==> config.mk <==
export PLATFORM = sky130hd
export DESIGN_NAME = objects_layer_compositor_flat
export DESIGN_NICKNAME = d
export VERILOG_FILES = /design/src/rtl/objects_layer_compositor_if.sv /design/src/rtl/objects_layer_compositor.sv /design/src/flat_wrapper.sv
export SDC_FILE = /design/constraint.sdc
export NUM_CORES = 1
export LEC_CHECK = 0
export CORE_MARGIN = 5
export CORE_UTILIZATION = 36
export CTS_CLUSTER_DIAMETER = 60
export DETAILED_ROUTE_END_ITERATION = 10
export MAX_ROUTING_LAYER = met4
export PLACE_DENSITY = 0.86
export SLEW_MARGIN = 40
export SYNTH_ARGS = -nofsm -noshare
export SYNTH_HDL_FRONTEND = slang
export SYNTH_SLANG_ARGS = --single-unit
==> constraint.sdc <==
create_clock -name clk -period 1.09 [get_ports clk]
set_clock_uncertainty 0.1 [all_clocks]
set_input_delay 0.218 -clock clk [delete_from_list [all_inputs] [get_ports clk]]
set_output_delay 0.218 -clock clk [all_outputs]
set_load 0.005 [all_outputs]
==> src/rtl/objects_layer_compositor_if.sv <==
// Per-pixel drawing bus between the object layers/VGA sync and the layer compositor.
// Signals keep the names of the existing drawing interface.
interface objects_layer_compositor_if #(
    parameter int unsigned NUM_LAYERS = 4
);
    logic                             startOfFrame;
    logic [NUM_LAYERS-1:0]            drawingRequests;
    logic [NUM_LAYERS-1:0][7:0]       layersRGB;
    logic [7:0]                       backGroundRGB;
    logic [7:0]                       RGBOut;
    logic [NUM_LAYERS-2:0]            collisionFlags;
    logic                             collisionPulse;

    modport master (
        output startOfFrame, drawingRequests, layersRGB, backGroundRGB,
        input  RGBOut, collisionFlags, collisionPulse
    );

    modport slave (
        input  startOfFrame, drawingRequests, layersRGB, backGroundRGB,
        output RGBOut, collisionFlags, collisionPulse
    );
endinterface

==> src/rtl/objects_layer_compositor.sv <==
// Priority mux of NUM_LAYERS object layers over a background into one registered pixel.
// Define COLLISION_DETECT_EN to build the per-frame layer-0 overlap detector.
module objects_layer_compositor #(
    parameter int unsigned NUM_LAYERS  = 4,
    parameter logic [7:0]  TRANSPARENT = 8'hFF
) (
    input logic                      clk,
    input logic                      resetN,
    objects_layer_compositor_if.slave bus
);

    logic [7:0] rgb_d, rgb_q;
    logic       found;

    // Lowest-index requesting layer wins; a transparent winner shows the background.
    always_comb begin
        rgb_d = bus.backGroundRGB;
        found = 1'b0;
        for (int unsigned i = 0; i < NUM_LAYERS; i++) begin
            if (!found && bus.drawingRequests[i]) begin
                found = 1'b1;
                rgb_d = bus.layersRGB[i];
            end
        end
        if (found && (rgb_d == TRANSPARENT)) begin
            rgb_d = bus.backGroundRGB;
        end
    end

    always_ff @(posedge clk or negedge resetN) begin
        if (!resetN) begin
            rgb_q <= 8'h00;
        end else begin
            rgb_q <= rgb_d;
        end
    end

    assign bus.RGBOut = rgb_q;

`ifdef COLLISION_DETECT_EN
    typedef enum logic {StWaitSof, StAccum} state_e;

    state_e                state_d, state_q;
    logic [NUM_LAYERS-2:0] hit;
    logic [NUM_LAYERS-2:0] hit_acc_d, hit_acc_q;
    logic [NUM_LAYERS-2:0] flags_d, flags_q;
    logic                  pulse_d, pulse_q;

    assign hit = {(NUM_LAYERS-1){bus.drawingRequests[0]}} & bus.drawingRequests[NUM_LAYERS-1:1];

    // The SOF cycle itself is counted in the frame it opens.
    always_comb begin
        state_d   = state_q;
        hit_acc_d = hit_acc_q;
        flags_d   = flags_q;
        pulse_d   = 1'b0;
        case (state_q)
            StWaitSof: begin
                hit_acc_d = '0;
                if (bus.startOfFrame) begin
                    state_d   = StAccum;
                    hit_acc_d = hit;
                end
            end
            StAccum: begin
                if (bus.startOfFrame) begin
                    flags_d   = hit_acc_q;
                    pulse_d   = |hit_acc_q;
                    hit_acc_d = hit;
                end else begin
                    hit_acc_d = hit_acc_q | hit;
                end
            end
        endcase
    end

    always_ff @(posedge clk or negedge resetN) begin
        if (!resetN) begin
            state_q   <= StWaitSof;
            hit_acc_q <= '0;
            flags_q   <= '0;
            pulse_q   <= 1'b0;
        end else begin
            state_q   <= state_d;
            hit_acc_q <= hit_acc_d;
            flags_q   <= flags_d;
            pulse_q   <= pulse_d;
        end
    end

    assign bus.collisionFlags = flags_q;
    assign bus.collisionPulse = pulse_q;
`else
    logic unused_sof;

    assign unused_sof         = bus.startOfFrame;
    assign bus.collisionFlags = '0;
    assign bus.collisionPulse = 1'b0;
`endif

endmodule

==> src/flat_wrapper.sv <==
// flat-port wrapper written by rule: the top's interface ports become plain ports
module objects_layer_compositor_flat 
#(
    parameter int unsigned NUM_LAYERS  = 4,
    parameter logic [7:0]  TRANSPARENT = 8'hFF
)
  (clk, resetN, bus_startOfFrame, bus_drawingRequests, bus_layersRGB, bus_backGroundRGB, bus_RGBOut, bus_collisionFlags, bus_collisionPulse);
  objects_layer_compositor_if #(.NUM_LAYERS(NUM_LAYERS)) bus_i ();
  input logic clk;
  input logic resetN;
  input wire logic [$bits(bus_i.startOfFrame)-1:0] bus_startOfFrame;
  input wire logic [$bits(bus_i.drawingRequests)-1:0] bus_drawingRequests;
  input wire logic [$bits(bus_i.layersRGB)-1:0] bus_layersRGB;
  input wire logic [$bits(bus_i.backGroundRGB)-1:0] bus_backGroundRGB;
  output wire logic [$bits(bus_i.RGBOut)-1:0] bus_RGBOut;
  output wire logic [$bits(bus_i.collisionFlags)-1:0] bus_collisionFlags;
  output wire logic [$bits(bus_i.collisionPulse)-1:0] bus_collisionPulse;
  assign bus_i.startOfFrame = bus_startOfFrame;
  assign bus_i.drawingRequests = bus_drawingRequests;
  assign bus_i.layersRGB = bus_layersRGB;
  assign bus_i.backGroundRGB = bus_backGroundRGB;
  assign bus_RGBOut = bus_i.RGBOut;
  assign bus_collisionFlags = bus_i.collisionFlags;
  assign bus_collisionPulse = bus_i.collisionPulse;
  objects_layer_compositor #(.NUM_LAYERS(NUM_LAYERS), .TRANSPARENT(TRANSPARENT)) u_core (.clk(clk), .resetN(resetN), .bus(bus_i));
endmodule
# [Word-level counts from Yosys, hierarchy flattened]
# Cells that the tools add are included.
[op_classes] n_addsub=0 multipliers=0 div_mod_pow=0 magnitude_cmp=0 eq_ne=1 n_shift=0 muxes=9 bitwise_logic=0 reduce_logical=7
[ops] op="two-way mux 8 bit" count=5
[ops] op="== test 8 bit, second input constant" count=1
[ops] op="logical AND 1 bit" count=4
[ops] op="two-way mux 1 bit" count=4
[ops] op="logical NOT 1 bit" count=3
[totals] register_bits=8 latch_bits=0 ramBits=0 romBits=0 inputBits=47 out_inout_bits=12 wordCells=18 memories=0

# [Longest topological paths before layout]
[depth] word_depth=13 ltp_mapped=7 depth_no_buf=5

# [Worst setup path after synthesis]
# Ideal clock, no wire load.
[synth_timing] path_type="input-to-reg" from="input bus_drawingRequests[2]" to="register u_core.rgb_q[5] (netlist: u_core.bus.RGBOut[5])" setup_ns=0.148 t_arrival_ns=1.506 required_ns=0.842 setup_slack_ns=-0.664 path_stages=6 path_buffers=1 path_cell_list="buf_4 nand2_1 a2111oi_2 o22ai_1 nor4_4 a31oi_1"
[synth_between] elab_chain_len=8 elab_cells_between_ends=10 cone_classes="1 x eq/ne; 5 x mux; 4 x reduce/logical"
[synth_rtl] element="from (decl)" line_no="flat_wrapper.sv:12" source="input wire logic [$bits(bus_i.drawingRequests)-1:0] bus_drawingRequests;"
[synth_rtl] element="logical AND 1 bit (*)" line_no="objects_layer_compositor.sv:20" source="if (!found && bus.drawingRequests[i]) begin"
[synth_rtl] element="two-way mux 1 bit" line_no="objects_layer_compositor.sv:20"
[synth_rtl] element="logical NOT 1 bit" line_no="objects_layer_compositor.sv:20"
[synth_rtl] element="logical AND 1 bit" line_no="objects_layer_compositor.sv:20"
[synth_rtl] element="two-way mux 8 bit" line_no="objects_layer_compositor.sv:20"
[synth_rtl] element="== test 8 bit" line_no="objects_layer_compositor.sv:25" source="if (found && (rgb_d == TRANSPARENT)) begin"
[synth_rtl] element="logical AND 1 bit" line_no="objects_layer_compositor.sv:25"
[synth_rtl] element="two-way mux 8 bit (*)" line_no="objects_layer_compositor.sv:25"
[synth_rtl] element="net u_core.rgb_d[5]" line_no="objects_layer_compositor.sv:12" source="logic [7:0] rgb_d, rgb_q;"
[synth_rtl] element="to (signal assigned)" line_no="objects_layer_compositor.sv:34" source="rgb_q <= rgb_d;"
[synth_rtl] element="to (decl)" line_no="objects_layer_compositor.sv:12"
# The timed path passes the listed nets; every way through them passes the cells marked *.

# [Worst setup path after layout]
[layout_timing] from="input bus_backGroundRGB[0]" to="register u_core.rgb_q[4] (netlist: u_core.bus.RGBOut[4])"
[layout_between] elab_chain_len=7
[layout_rtl] element="from (decl)" line_no="flat_wrapper.sv:14" source="input wire logic [$bits(bus_i.backGroundRGB)-1:0] bus_backGroundRGB;"
[layout_rtl] element="two-way mux 8 bit (4 in a row)" line_no="objects_layer_compositor.sv:20"
[layout_rtl] element="== test 8 bit" line_no="objects_layer_compositor.sv:25"
[layout_rtl] element="logical AND 1 bit" line_no="objects_layer_compositor.sv:25"
[layout_rtl] element="two-way mux 8 bit" line_no="objects_layer_compositor.sv:25"
[layout_rtl] element="net u_core.rgb_d[4]" line_no="objects_layer_compositor.sv:12"
# The timed path passes the listed nets, and every way through them passes these cells.

==> summary.md <==
| Metric | Value |
|---|---|
| Post-route DRC | 0 |
| DR vias/cell | 6.11 |
| Die X | approximately 56 µm |
| Ports | a little under 60 |
| Antenna cells | 0 |
| HP Class | input port to asynchronous set/reset pin |
| Die area | around 3200 µm² |
| GR Util All Layers | a little under a quarter |
| Fmax | 576 MHz |
| Cells after Synth | 95 |
| Startpoint Class | input port |
| Final Util | 89.0% |
| Required time of the critical path | roughly 1.2 ns |
| Initial core utilization | about two fifths |
| Clock-pin transition on the worst setup and hold timing paths | approximately 0.060 ns |
| H-tree levels | 1 |
| Post-Place Cells | around 190 |
| Vias | roughly 1200 |
| Register area share after synthesis | about a quarter |
| Pre-CTS setup slack | -1.26 ns |
| # port buffers | 53 |
| Yosys reg bits | 8 |
| Final hold viol count | 0 |
| Leakage power | 0.000790 µW |
| EDFF count, synth | 0 |
| NetSw | 434 µW |
| Number of CTS-inserted buffers | 3 |
| Final ANT Viol Nets | 0 |
| PD cells | between 700 and 800 nW/µm² |
| Seq pwr share | between 20 and 30% |
| Post-synth ARST share | 100% |
| Most frequent cell after synthesis | nor3_1 |
| Worst hold slack | around 0.12 ns |
| Status | finished, violations left |
| Critical path startpoint | bus_backGroundRGB[0] |
| Yosys warnings | 0 |
| Register area | between 200 and 250 µm² |
| HPWL after detailed placement | 2450 µm |
| Sw frac | a little over a third |
| Detailed Routing Iterations Pass 1 | 4 |
| RePlAce Congestion | 0.879 |
| Syn_area_per_cell | slightly above 8 µm² |
| Vias in the first global route | about 1100 |
| Synth area leaders | dfrtp_1, nor2b_1, nor3_1, buf_4, nand2_1 |
| Max Cap Viol | 0 |
| Setup CP Type | input port to flip-flop |
| Clk sinks | 8 |
| Final #Nets | 226 |
| First-pass GRT wire length | about 5700 µm |
| Core area | 2000 µm² |
| CTS Root Cell | clkbuf_4 |
| Synth area leader | dfrtp_1 |
| Comb pwr share | around 54% |
| Die height | approximately 56 µm |
| WL/cell | roughly 23 µm |
| Primary FF master, synth | dfrtp_1 |
| Crit. End Element | flip-flop |
| Clock network power share | 19.0% |
| Max reg flops | 8 |
| # fillers | 98 |
| Internal power | just over 800 µW |
| Cell Area, Synth | ~770 µm² |
| Max-slew violation total from the final report | 0 |
| Setup violations, final | 8 |
| Finished Layout Cells | ~200 |
| Yosys cell types | 32 |
| Largest net degree at the start of global routing | 12 |
| RSZ-0062 raised after global routing | yes |
| Max Fanout on Critical Path | 5 |
| Grt total ovfl | 0 |
| DRT Wirelength | roughly 4700 µm |
| Area grow syn2layout | 132% |
| Post-synth top area share | approximately a quarter |
| Row cnt | 16 |
| Bufs on Longest Clock Path | 2 |
| CTS tree | done |
| Tmin final | between 1.5 and 2 ns |
| Setup ws final | -0.646 ns |
| Fin crit share | 159% |
| Failing checks | setup timing |
| Setup TNS Final | -4.77 ns |
| Max IR drop VDD | about 0.71 mV |
| Layout cells sized above 1 | 46.9% |
| Drt first-iter violations | between 60 and 70 |
| Crit path DAT | 1.80 ns |
| Antenna violations before repair | 0 |
| Area of the multi-input gates | ~730 µm² |
| Most frequent cells after synthesis | nor3_1, nand2_1, nor2b_1 |
## layer usage
layer  wire length, µm  global-route usage [%]  part of all wire (%)
met1              1650                    28.9                    35
met4               348                    6.78                   7.5
met5                 0                       -                     0
met3               433                    4.87                   9.3
met2              2220                    38.9                    48
## logic make-up (layout without fill, tap and decap cells)
group	after synthesis	after routing	share of synthesized area (%)
simple gates	42	42	32.7
compound gates	29	29	30.2
buf+inv	15	94	10.6
flops	8	8	26.0
other cells	1	4	0.487
## metrics by stage
stage	total power [µW]	instance area (µm²)
floorplan	536	806
global placement	850	1470
detailed placement	858	1470
CTS	1130	1640
global route	1300	1780
finish	1250	1780
## layout make-up
type / instances / area share, %
Multi-Input combinational cell: 75 / 41.1
Clock buffer: 3 / 1.26
Timing Repair Buffer: 86 / 43.5
Inverter: 5 / 1.05
Sequential cell: 8 / 11.2
Tap cell: 27 / 1.90
## timing repair
action                                  4_1_cts  5_1_grt
endpoints found under the setup margin       16        9
hold buffers                                  0        0
gates resized for setup                      91       30
hold endpoints to repair                      0        0
setup buffers                                 7        4
pin swaps                                    16       10
gates cloned                                  1        0
## worst max-delay path: stages
cell             delay [ns]
clkdlybuf4s50_1        0.46
nor3_2                 0.20
nor3_2                 0.08
a221oi_2               0.36
nor3_2                 0.08
buf_4                  0.17
a31oi_1                0.22
## worst paths after layout
path / end / slack, ns / cells past startpoint
setup / recovery: u_core.bus.RGBOut[4]$_DFF_PN0_ / -0.65 / 7
hold / removal: u_core.bus.RGBOut[5]$_DFF_PN0_ / 0.12 / 1
max in group asynchronous: u_core.bus.RGBOut[2]$_DFF_PN0_ / 0.52 / 1
min in group clk: u_core.bus.RGBOut[3]$_DFF_PN0_ / 0.32 / 3
## layout by cell type, fill, tap and decap left out
cell,Yosys,layout
conb_1,1,4
nand3_2,0,1
o21ba_4,0,1
dlymetal6s2s_1,0,5
inv_1,5,5
nor4b_4,0,1
a221oi_2,1,5
nand2b_1,2,2
nor3_1,12,3
o32a_1,1,1
dlygate4sd2_1,0,11
buf_2,2,10
nand2_2,0,3
o31a_1,1,1
nor2b_1,10,8
buf_4,6,24
nor3b_2,0,1
nand3b_1,1,1
a31oi_1,5,5
nand2_1,10,6
nor4_4,1,1
a21oi_1,5,2
nor2b_2,0,2
o31ai_1,1,1
a2111oi_4,0,5
buf_6,0,6
o22ai_2,0,1
nand2_4,0,1
nor3_4,0,2
nor3_2,1,8
a22o_1,2,2
and3b_1,1,1
clkbuf_4,0,4
dfrtp_1,8,8
nor2_1,1,1
buf_8,0,4
o22a_1,1,1
clkdlybuf4s50_1,0,25
a21oi_2,0,3
a211oi_1,1,1
## power by group through the flow
| stage | clock network [µW] | registers, µW | logic (µW) |
|---|---|---|---|
| after CTS | 221 | 332 | 573 |
| after floorplan | 0 | 345 | 191 |
| after global placement | 0 | 339 | 511 |
| final | 238 | 335 | 676 |
| after detailed placement | 0 | 339 | 519 |
| after global routing | 258 | 338 | 704 |
Power figures use the tool's default switching activity.
